## src/rtl/seg_pkg.sv

```systemverilog
// Shared constants and helpers for the multiplexed 7-segment display path.
// Segment patterns are active-high {a,b,c,d,e,f,g}; polarity is applied by the user.
package seg_pkg;

  localparam logic [6:0] SEG_OFF = 7'h00;

  function automatic logic [6:0] hex_to_seg(input logic [3:0] nibble);
    logic [6:0] pattern;
    case (nibble)
      4'h0:    pattern = 7'h7E;
      4'h1:    pattern = 7'h30;
      4'h2:    pattern = 7'h6D;
      4'h3:    pattern = 7'h79;
      4'h4:    pattern = 7'h33;
      4'h5:    pattern = 7'h5B;
      4'h6:    pattern = 7'h5F;
      4'h7:    pattern = 7'h70;
      4'h8:    pattern = 7'h7F;
      4'h9:    pattern = 7'h7B;
      4'hA:    pattern = 7'h77;
      4'hB:    pattern = 7'h1F;
      4'hC:    pattern = 7'h4E;
      4'hD:    pattern = 7'h3D;
      4'hE:    pattern = 7'h4F;
      default: pattern = 7'h47;
    endcase
    return pattern;
  endfunction

  // Counter width for a 0..div-1 prescaler; never narrower than one bit.
  function automatic int div_width(input int div);
    return (div <= 2) ? 1 : $clog2(div);
  endfunction

endpackage

```

## src/rtl/hex_to_seg7.sv

```systemverilog
// Combinational hex nibble to active-high a..g segment decoder.
import seg_pkg::*;

module hex_to_seg7 (
  input  logic [3:0] nibble,
  output logic [6:0] seg
);

  assign seg = hex_to_seg(nibble);

endmodule

```

## src/rtl/seg_scan_driver.sv

```systemverilog
// Time-multiplexed hex display driver with frame-synchronous shadow update.
// Optional feature macro: LEADING_ZERO_BLANK_EN (suppress leading zero digits).
import seg_pkg::*;

module seg_scan_driver #(
  parameter int CLK_HZ         = 50_000_000,
  parameter int SCAN_HZ        = 1_000,
  parameter int DIGITS         = 4,
  parameter int SEG_ACTIVE_LOW = 0,
  parameter int SEL_ACTIVE_LOW = 0
) (
  input  logic                  clk,
  input  logic                  rst,
  input  logic                  upd_valid,
  input  logic [4*DIGITS-1:0]   upd_data,
  input  logic [DIGITS-1:0]     upd_dp,
  input  logic                  blank,
  output logic [6:0]            seg,
  output logic                  dp,
  output logic [DIGITS-1:0]     sel,
  output logic                  frame_done
);

  localparam int DIV   = CLK_HZ / SCAN_HZ;
  localparam int CNT_W = div_width(DIV);
  localparam int IDX_W = (DIGITS > 1) ? $clog2(DIGITS) : 1;

  localparam logic [CNT_W-1:0]  CNT_MAX  = CNT_W'(DIV - 1);
  localparam logic [IDX_W-1:0]  IDX_MAX  = IDX_W'(DIGITS - 1);
  localparam logic [6:0]        SEG_MASK = (SEG_ACTIVE_LOW != 0) ? 7'h7F : 7'h00;
  localparam logic              DP_MASK  = (SEG_ACTIVE_LOW != 0);
  localparam logic [DIGITS-1:0] SEL_MASK = (SEL_ACTIVE_LOW != 0) ? {DIGITS{1'b1}} : {DIGITS{1'b0}};

  logic [CNT_W-1:0]    presc;
  logic [IDX_W-1:0]    idx;
  logic [4*DIGITS-1:0] shadow_data;
  logic [DIGITS-1:0]   shadow_dp;
  logic [4*DIGITS-1:0] pend_data;
  logic [DIGITS-1:0]   pend_dp;
  logic                pend_v;

  logic                tick;
  logic                boundary;
  logic [3:0]          cur_nib;
  logic                cur_dp;
  logic                cur_lz;
  logic [6:0]          cur_seg;
  logic [DIGITS-1:0]   sel_onehot;
  logic [DIGITS-1:0]   lz_mask;

  assign tick     = (presc == CNT_MAX);
  assign boundary = tick && (idx == IDX_MAX);

  always_ff @(posedge clk) begin
    if (rst) begin
      presc <= '0;
      idx   <= '0;
    end else begin
      presc <= tick ? '0 : presc + 1'b1;
      if (tick) begin
        idx <= (idx == IDX_MAX) ? '0 : idx + 1'b1;
      end
    end
  end

  // An update landing exactly on the boundary tick goes straight to the shadow,
  // otherwise it waits in pending until the next frame boundary.
  always_ff @(posedge clk) begin
    if (rst) begin
      pend_data   <= '0;
      pend_dp     <= '0;
      pend_v      <= 1'b0;
      shadow_data <= '0;
      shadow_dp   <= '0;
    end else begin
      if (upd_valid) begin
        pend_data <= upd_data;
        pend_dp   <= upd_dp;
      end
      if (boundary && upd_valid) begin
        shadow_data <= upd_data;
        shadow_dp   <= upd_dp;
        pend_v      <= 1'b0;
      end else if (boundary && pend_v) begin
        shadow_data <= pend_data;
        shadow_dp   <= pend_dp;
        pend_v      <= 1'b0;
      end else if (upd_valid) begin
        pend_v <= 1'b1;
      end
    end
  end

`ifdef LEADING_ZERO_BLANK_EN
  // Walk down from the top digit; a digit is blanked while every nibble above
  // and including it is zero. Digit 0 always shows.
  always_comb begin
    logic zeros_above;
    zeros_above = 1'b1;
    lz_mask     = '0;
    for (int i = DIGITS - 1; i >= 1; i--) begin
      zeros_above = zeros_above && (shadow_data[i*4 +: 4] == 4'h0);
      lz_mask[i]  = zeros_above;
    end
  end
`else
  assign lz_mask = '0;
`endif

  always_comb begin
    cur_nib    = '0;
    cur_dp     = 1'b0;
    cur_lz     = 1'b0;
    sel_onehot = '0;
    for (int i = 0; i < DIGITS; i++) begin
      if (idx == IDX_W'(i)) begin
        cur_nib       = shadow_data[i*4 +: 4];
        cur_dp        = shadow_dp[i];
        cur_lz        = lz_mask[i];
        sel_onehot[i] = 1'b1;
      end
    end
  end

  hex_to_seg7 u_dec (
    .nibble (cur_nib),
    .seg    (cur_seg)
  );

  always_ff @(posedge clk) begin
    if (rst) begin
      seg        <= SEG_OFF ^ SEG_MASK;
      dp         <= DP_MASK;
      sel        <= SEL_MASK;
      frame_done <= 1'b0;
    end else begin
      seg        <= ((blank || cur_lz) ? SEG_OFF : cur_seg) ^ SEG_MASK;
      dp         <= (blank ? 1'b0 : cur_dp) ^ DP_MASK;
      sel        <= sel_onehot ^ SEL_MASK;
      frame_done <= boundary;
    end
  end

endmodule
```

## config.mk

```make
export PLATFORM = sky130hd
export DESIGN_NAME = seg_scan_driver
export DESIGN_NICKNAME = d
export VERILOG_FILES = /design/src/rtl/seg_pkg.sv /design/src/rtl/hex_to_seg7.sv /design/src/rtl/seg_scan_driver.sv
export SDC_FILE = /design/constraint.sdc
export NUM_CORES = 1
export LEC_CHECK = 0
export CAP_MARGIN = 20
export CORE_MARGIN = 2
export CORE_UTILIZATION = 40
export CTS_CLUSTER_DIAMETER = 120
export CTS_CLUSTER_SIZE = 12
export DETAILED_ROUTE_END_ITERATION = 10
export GPL_TIMING_DRIVEN = 0
export PLACE_DENSITY_LB_ADDON = 0.12
export SETUP_SLACK_MARGIN = 0.3
export SLEW_MARGIN = 20
export SYNTH_ARGS = -nofsm -noshare
export SYNTH_HDL_FRONTEND = slang
export SYNTH_SLANG_ARGS = --single-unit
```

## constraint.sdc

```tcl
create_clock -name clk -period 2.9 [get_ports clk]
set_clock_uncertainty 0.1 [all_clocks]
set_input_delay 0.58 -clock clk [delete_from_list [all_inputs] [get_ports clk]]
set_output_delay 0.58 -clock clk [all_outputs]
set_load 0.1 [all_outputs]
```

After elaboration in Yosys (flattened, before gate mapping)
Memories as Yosys holds them, arrays and structs flattened. A register that Yosys moved wholly into a read port is not among the register bits.
Cells that the tools add are included.
- bits in registers: 65
- memory bits (read-only): 112
- bits of input ports: 24
- memories: 1
- add/subtract/negate cells: 2
- equality and inequality tests: 4
- multiplexer cells: 17
- reduce and logical (&&, ||, !) cells: 8
- memory list (name ; depth ; bits a word ; read ports ; clocked after memory_dff ; wr ports ; RTL line ; text):
    (no name shown) ; 16 ; 7 ; 1 ; 1 ; 0 ; seg_pkg.sv:9 ; case (nibble)
- operators by type and width (operator ; count):
    2-to-1 mux 16 bit ; 2
    2-to-1 mux 4 bit ; 6
    adder 16 x 1 -> 16 bit (second input constant) ; 1
    == test 16 bit (second input constant) ; 1
    2-to-1 mux 1 bit ; 8
    == test 2 bit (second input constant) ; 2
    OR reduction 2 bit ; 2
    logical AND 1 bit ; 3
    OR reduction 3 bit ; 1
    adder 2 x 1 -> 2 bit (second input constant) ; 1
    == test 2 x 1 -> 1 bit (second input constant) ; 1
    logical NOT 2 bit ; 1
    2-to-1 mux 2 bit ; 1
    nonzero test 2 bit ; 1

Longest topological paths before layout
- word-level depth: 5
- gate-level depth with buffers: 11
- mapped depth without buffers: 10

Cells and area by module
A second synthesis with hierarchy kept.
- cells, all modules: 340
- area total of the unflattened synthesis: 3314.4 um2
- by module, submodules not included (module ; times used ; cells each ; area an instance (um2) ; sequential area each (um2)):
    seg_scan_driver ; 1 ; 307 ; 3024.2 ; 1441.4
    hex_to_seg7 ; 1 ; 33 ; 290.3 ; 0.0

Worst setup path after synthesis
No wires, ideal clock.
- path type: register to register
- from: register idx[1]
- to: register seg[2]
- arrival time: 2.153 ns
- data required time: 2.730 ns
- slack: 0.577 ns
- stages on the path, launching flop included: 11
- path buffers: 1
- period minus slack after synthesis: 2.323 ns
- path through: dfxtp_1 -> inv_1 -> ha_1 -> buf_2 -> nor2b_1 -> a221oi_1 -> a221oi_1 -> inv_1 -> ha_1 -> mux2_2 -> a21oi_1
- longest elaborated chain between the ends: 5
- elaborated cells between the ends (all ways): 8
- RTL lines (what ; RTL line ; text):
    start: declaration ; seg_scan_driver.sv:35 ; logic [IDX_W-1:0] idx;
    start signal: assignment ; seg_scan_driver.sv:61 ; idx <= (idx == IDX_MAX) ? '0 : idx + 1'b1;
    logical NOT 2 bit ; seg_scan_driver.sv:116 ; if (idx == IDX_W'(i)) begin
    2-to-1 mux 4 bit (3 in a row) ; seg_scan_driver.sv:116 ;
    2-to-1 mux 4 bit * ; seg_scan_driver.sv:116 ;
    end: declaration ; seg_scan_driver.sv:18 ; output logic [6:0] seg,
Every way passes the cells marked *; elsewhere a longest branch is shown, timed or not.
A chain may end at the register's enable or synchronous reset.

Final worst setup path
- from: register idx[0]
- to: register seg[2]
Same word-level chain as after synthesis.

==> flow_summary.toml <==
[power]
ir_worst_vdd_mv = 0.379
clkPwrFrac_pct = 38.5
power_frac_comb_pct = 8.2
seqPwrFrac_pct = 53.3
p_sw_uw = 517
power_density_mw_per_mm2 = 508
power.internal_uw = 1400
switching_share_pct = 26.9
p_leak_uw = 0.00148

[cells_and_area]
final_cell_mix = "dfxtp_1, nor2_1, clkdlybuf4s50_1"
fin_nets = 415
drive_gt1_share_pct = 10.7
diodes = 0
layout_commonest_cell = "dfxtp_1"
syn2layout_area_growth_pct = 21.7
layout.cells.non_filler = 486

[routing]
viasPerCell = 4.83
detailroute.via_count = 2348
detail-route-antenna-nets = 0
drt_pre_antenna_iters = 4
dr.first_iter.drc_count = 90
routedWlPerCell_um = 12.9
drc = 0
totalWireLength_um = 6280

[yosys]
async_flop_share_pct = 0
syn_inst = 332
syn_area_mm2 = 0.00310
synth_seq_cells = 72
netlist.area_leader.share_pct = 46.4
synth_flop_cell = "dfxtp_1"
synth_top_area_cell = "dfxtp_1"
synthTopCellsByArea = "dfxtp_1, mux2i_1, nor2_1"
ys_warn_count = 0
syn-num-nets = 368
synth_edf_count = 0
ys_types = 45
ys_seq_area_share_pct = 46.4
postSynthAreaPerCell_um2 = 9.35

[placed_design]
dpl_worst_slack_ns = 0.113
post-place-cells = 468
io_buffer_count = 34
gp_congestion = 0.759
hpwlAfterDp_um = 4520

[global_routing]
grt_pass1_vias = 2301
grt_use_total_pct = 15.9
grt_pass1_wl_um = 10600
grt_max_degree = 16
gr-total-overflow = 0
antenna_found_initial = 0

[setup_path]
crit_family = "adder cells"
cp_max_fo = 10
reg2reg_from = "idx[0]"
cp.depth = 8
cp_num_buf_inv = 2
cpMostUsedCell = "ha_1"
worstReg2RegEnd = "seg[2]"
arrival_ns = 2.69
startpoint_type = "flip-flop"
crit_slowest_cell = "a221oi_2"
worstSetupPathType = "reg2reg"
slowest_delay_ns = 0.43
end_kind = "flip-flop"
cp_data_required_time_ns = 3.08
regToRegSetupSlack_ns = 0.39
crit_path_cell_trace = "ha_1, buf_4, nor2_1, a221oi_2, inv_1, ha_1, mux2_2, a21oi_1"
rr_worst_depth = 8

[sta]
slew_headroom_pct = 35.1
hold_viol_final = 0
fin_crit_sh_pct = 86.7
fin_tns_setup_ns = 0
max_slew.worst_pin.slew_ns = 0.971
worst_slack_ns = 0.387
report.final.slew_viol_count = 0
fmax_ghz = 0.398
grt_setup_unrepaired = "yes"
min_period_ns = 2.51
finalSetupViolations = 0

[floorplan]
dieArea_mm2 = 0.00848
rows = 32
ios = 37
core_mm2 = 0.00761
dieWidth_um = 92.1
die_height_um = 92.1
start_util_pct = 40.8

[outcome]
status = "completed"

[cts]
clk_pin_slew_ns = 0.08
h-tree-depth = 3
clock_sinks = 72
numCtsBuffers = 9
clockBufferDepth = 2
clock-root-buffer = "clkbuf_8"
hold_buffers = 0
clk_latency_ns = 0.35
cts_tree = "done"

[hold_path]
worstHoldStart = "presc[0]"
worstHoldPathType = "reg2reg"
hold_depth = 1
min_to = "presc[0]"

[run]
max_cap_viol_count = 0
through the flow:
step / util [%] / cell area, um^2 / total power [uW] / hold WS (ns)
2_1_floorplan: - / 3100 / 1150 / 0.326
3_3_place_gp: 47.0 / 3570 / 1200 / 0.341
3_5_place_dp: 47.0 / 3570 / 1210 / 0.360
4_1_cts: 49.4 / 3760 / 1950 / 0.378
5_1_grt: 49.7 / 3780 / 2010 / 0.403
6_report: 49.7 / 3780 / 1920 / 0.372
metal layers:
| metal | up-vias | track usage (%) | wire length, um |
|---|---|---|---|
| met3 | 4 | 5.75 | 225 |
| met5 | - | 0 | 0 |
| li1 | 1220 | - | - |
| met1 | 1093 | 18.2 | 2870 |
| met2 | 31 | 28.2 | 3130 |
| met4 | 0 | 3.73 | 48 |
logic make-up after synthesis:
group / after synthesis / share of synthesized area [%]
flip-flops: 72 / 46.4
adder cells (fa/ha/maj): 12 / 4.84
AO/OA/AOI/OAI: 52 / 11.9
XOR/XNOR: 13 / 3.67
buffers and inverters: 29 / 4.23
multiplexers: 23 / 7.46
AND/OR/NAND/NOR: 131 / 21.5
synthesized netlist by cell type (all sizes together) (2+ instances only):
master and instances:
a211oi 8, nor2 47, nand4 3, o21ai 17, a21oi 6, a22o 10, and3b 2, or2 2
nand2 30, buf 13, nor3b 3, nor3 2, o31ai 3, nor2b 9, a221oi 5, xnor2 5
ha 12, inv 10, nand3b 2, nand3 3, and4bb 2, dfxtp 72, and3 6, xor2 8
nand2b 16, mux2i 22, clkbuf 6
state kept, by name, summed over array words and instances, names as in the netlist, 2 cells and up:
signal	cells
sel	4
pend_data	16
pend_dp	4
idx	2
presc	16
seg	7
shadow_data	16
shadow_dp	4
timing repair:
item,4_1_cts,5_1_grt
resized for setup,1,2
setup buffers,0,2
setup endpoints to repair,5,5
worst max-delay path by stage:
stage	from	endpoint	slack [ns]
final	idx[0]	seg[2]	0.39
after global routing	idx[0]	seg[2]	0.22
after CTS	idx[1]	seg[0]	0.32
after detailed placement	idx[1]	seg[2]	0.11
after global placement	idx[0]	seg[2]	0.11
after floorplan	idx[1]	seg[2]	0.58
area by class of cell:
class	instances	area [um^2]
inverter	10	37.5
clock inverter	7	58.8
clock buffer	9	124
sequential	72	1440
fill	751	3830
timing repair buffer	36	355
multi-input combinational	231	1540
buffer	19	93.8
tap	102	128
worst reg2reg max path: cells and delay by family, from the launching register on:
| family | cells | cell delay, ns |
|---|---|---|
| AO/OA/AOI/OAI | 2 | 0.58 |
| adder cells (fa/ha/maj) | 2 | 0.58 |
| buffers and inverters | 2 | 0.42 |
| flip-flops | 1 | 0.40 |
| multiplexers | 1 | 0.29 |
| AND/OR/NAND/NOR | 1 | 0.07 |
power groups by stage:
stage | clock [uW] | sequential, uW | combinational [uW]
2_1_floorplan | 0 | 1080 | 64.4
6_report | 740 | 1020 | 157
5_1_grt | 811 | 1030 | 171
3_3_place_gp | 0 | 1050 | 157
3_5_place_dp | 0 | 1050 | 159
4_1_cts | 766 | 1020 | 159
Power figures use the tool's default switching activity.
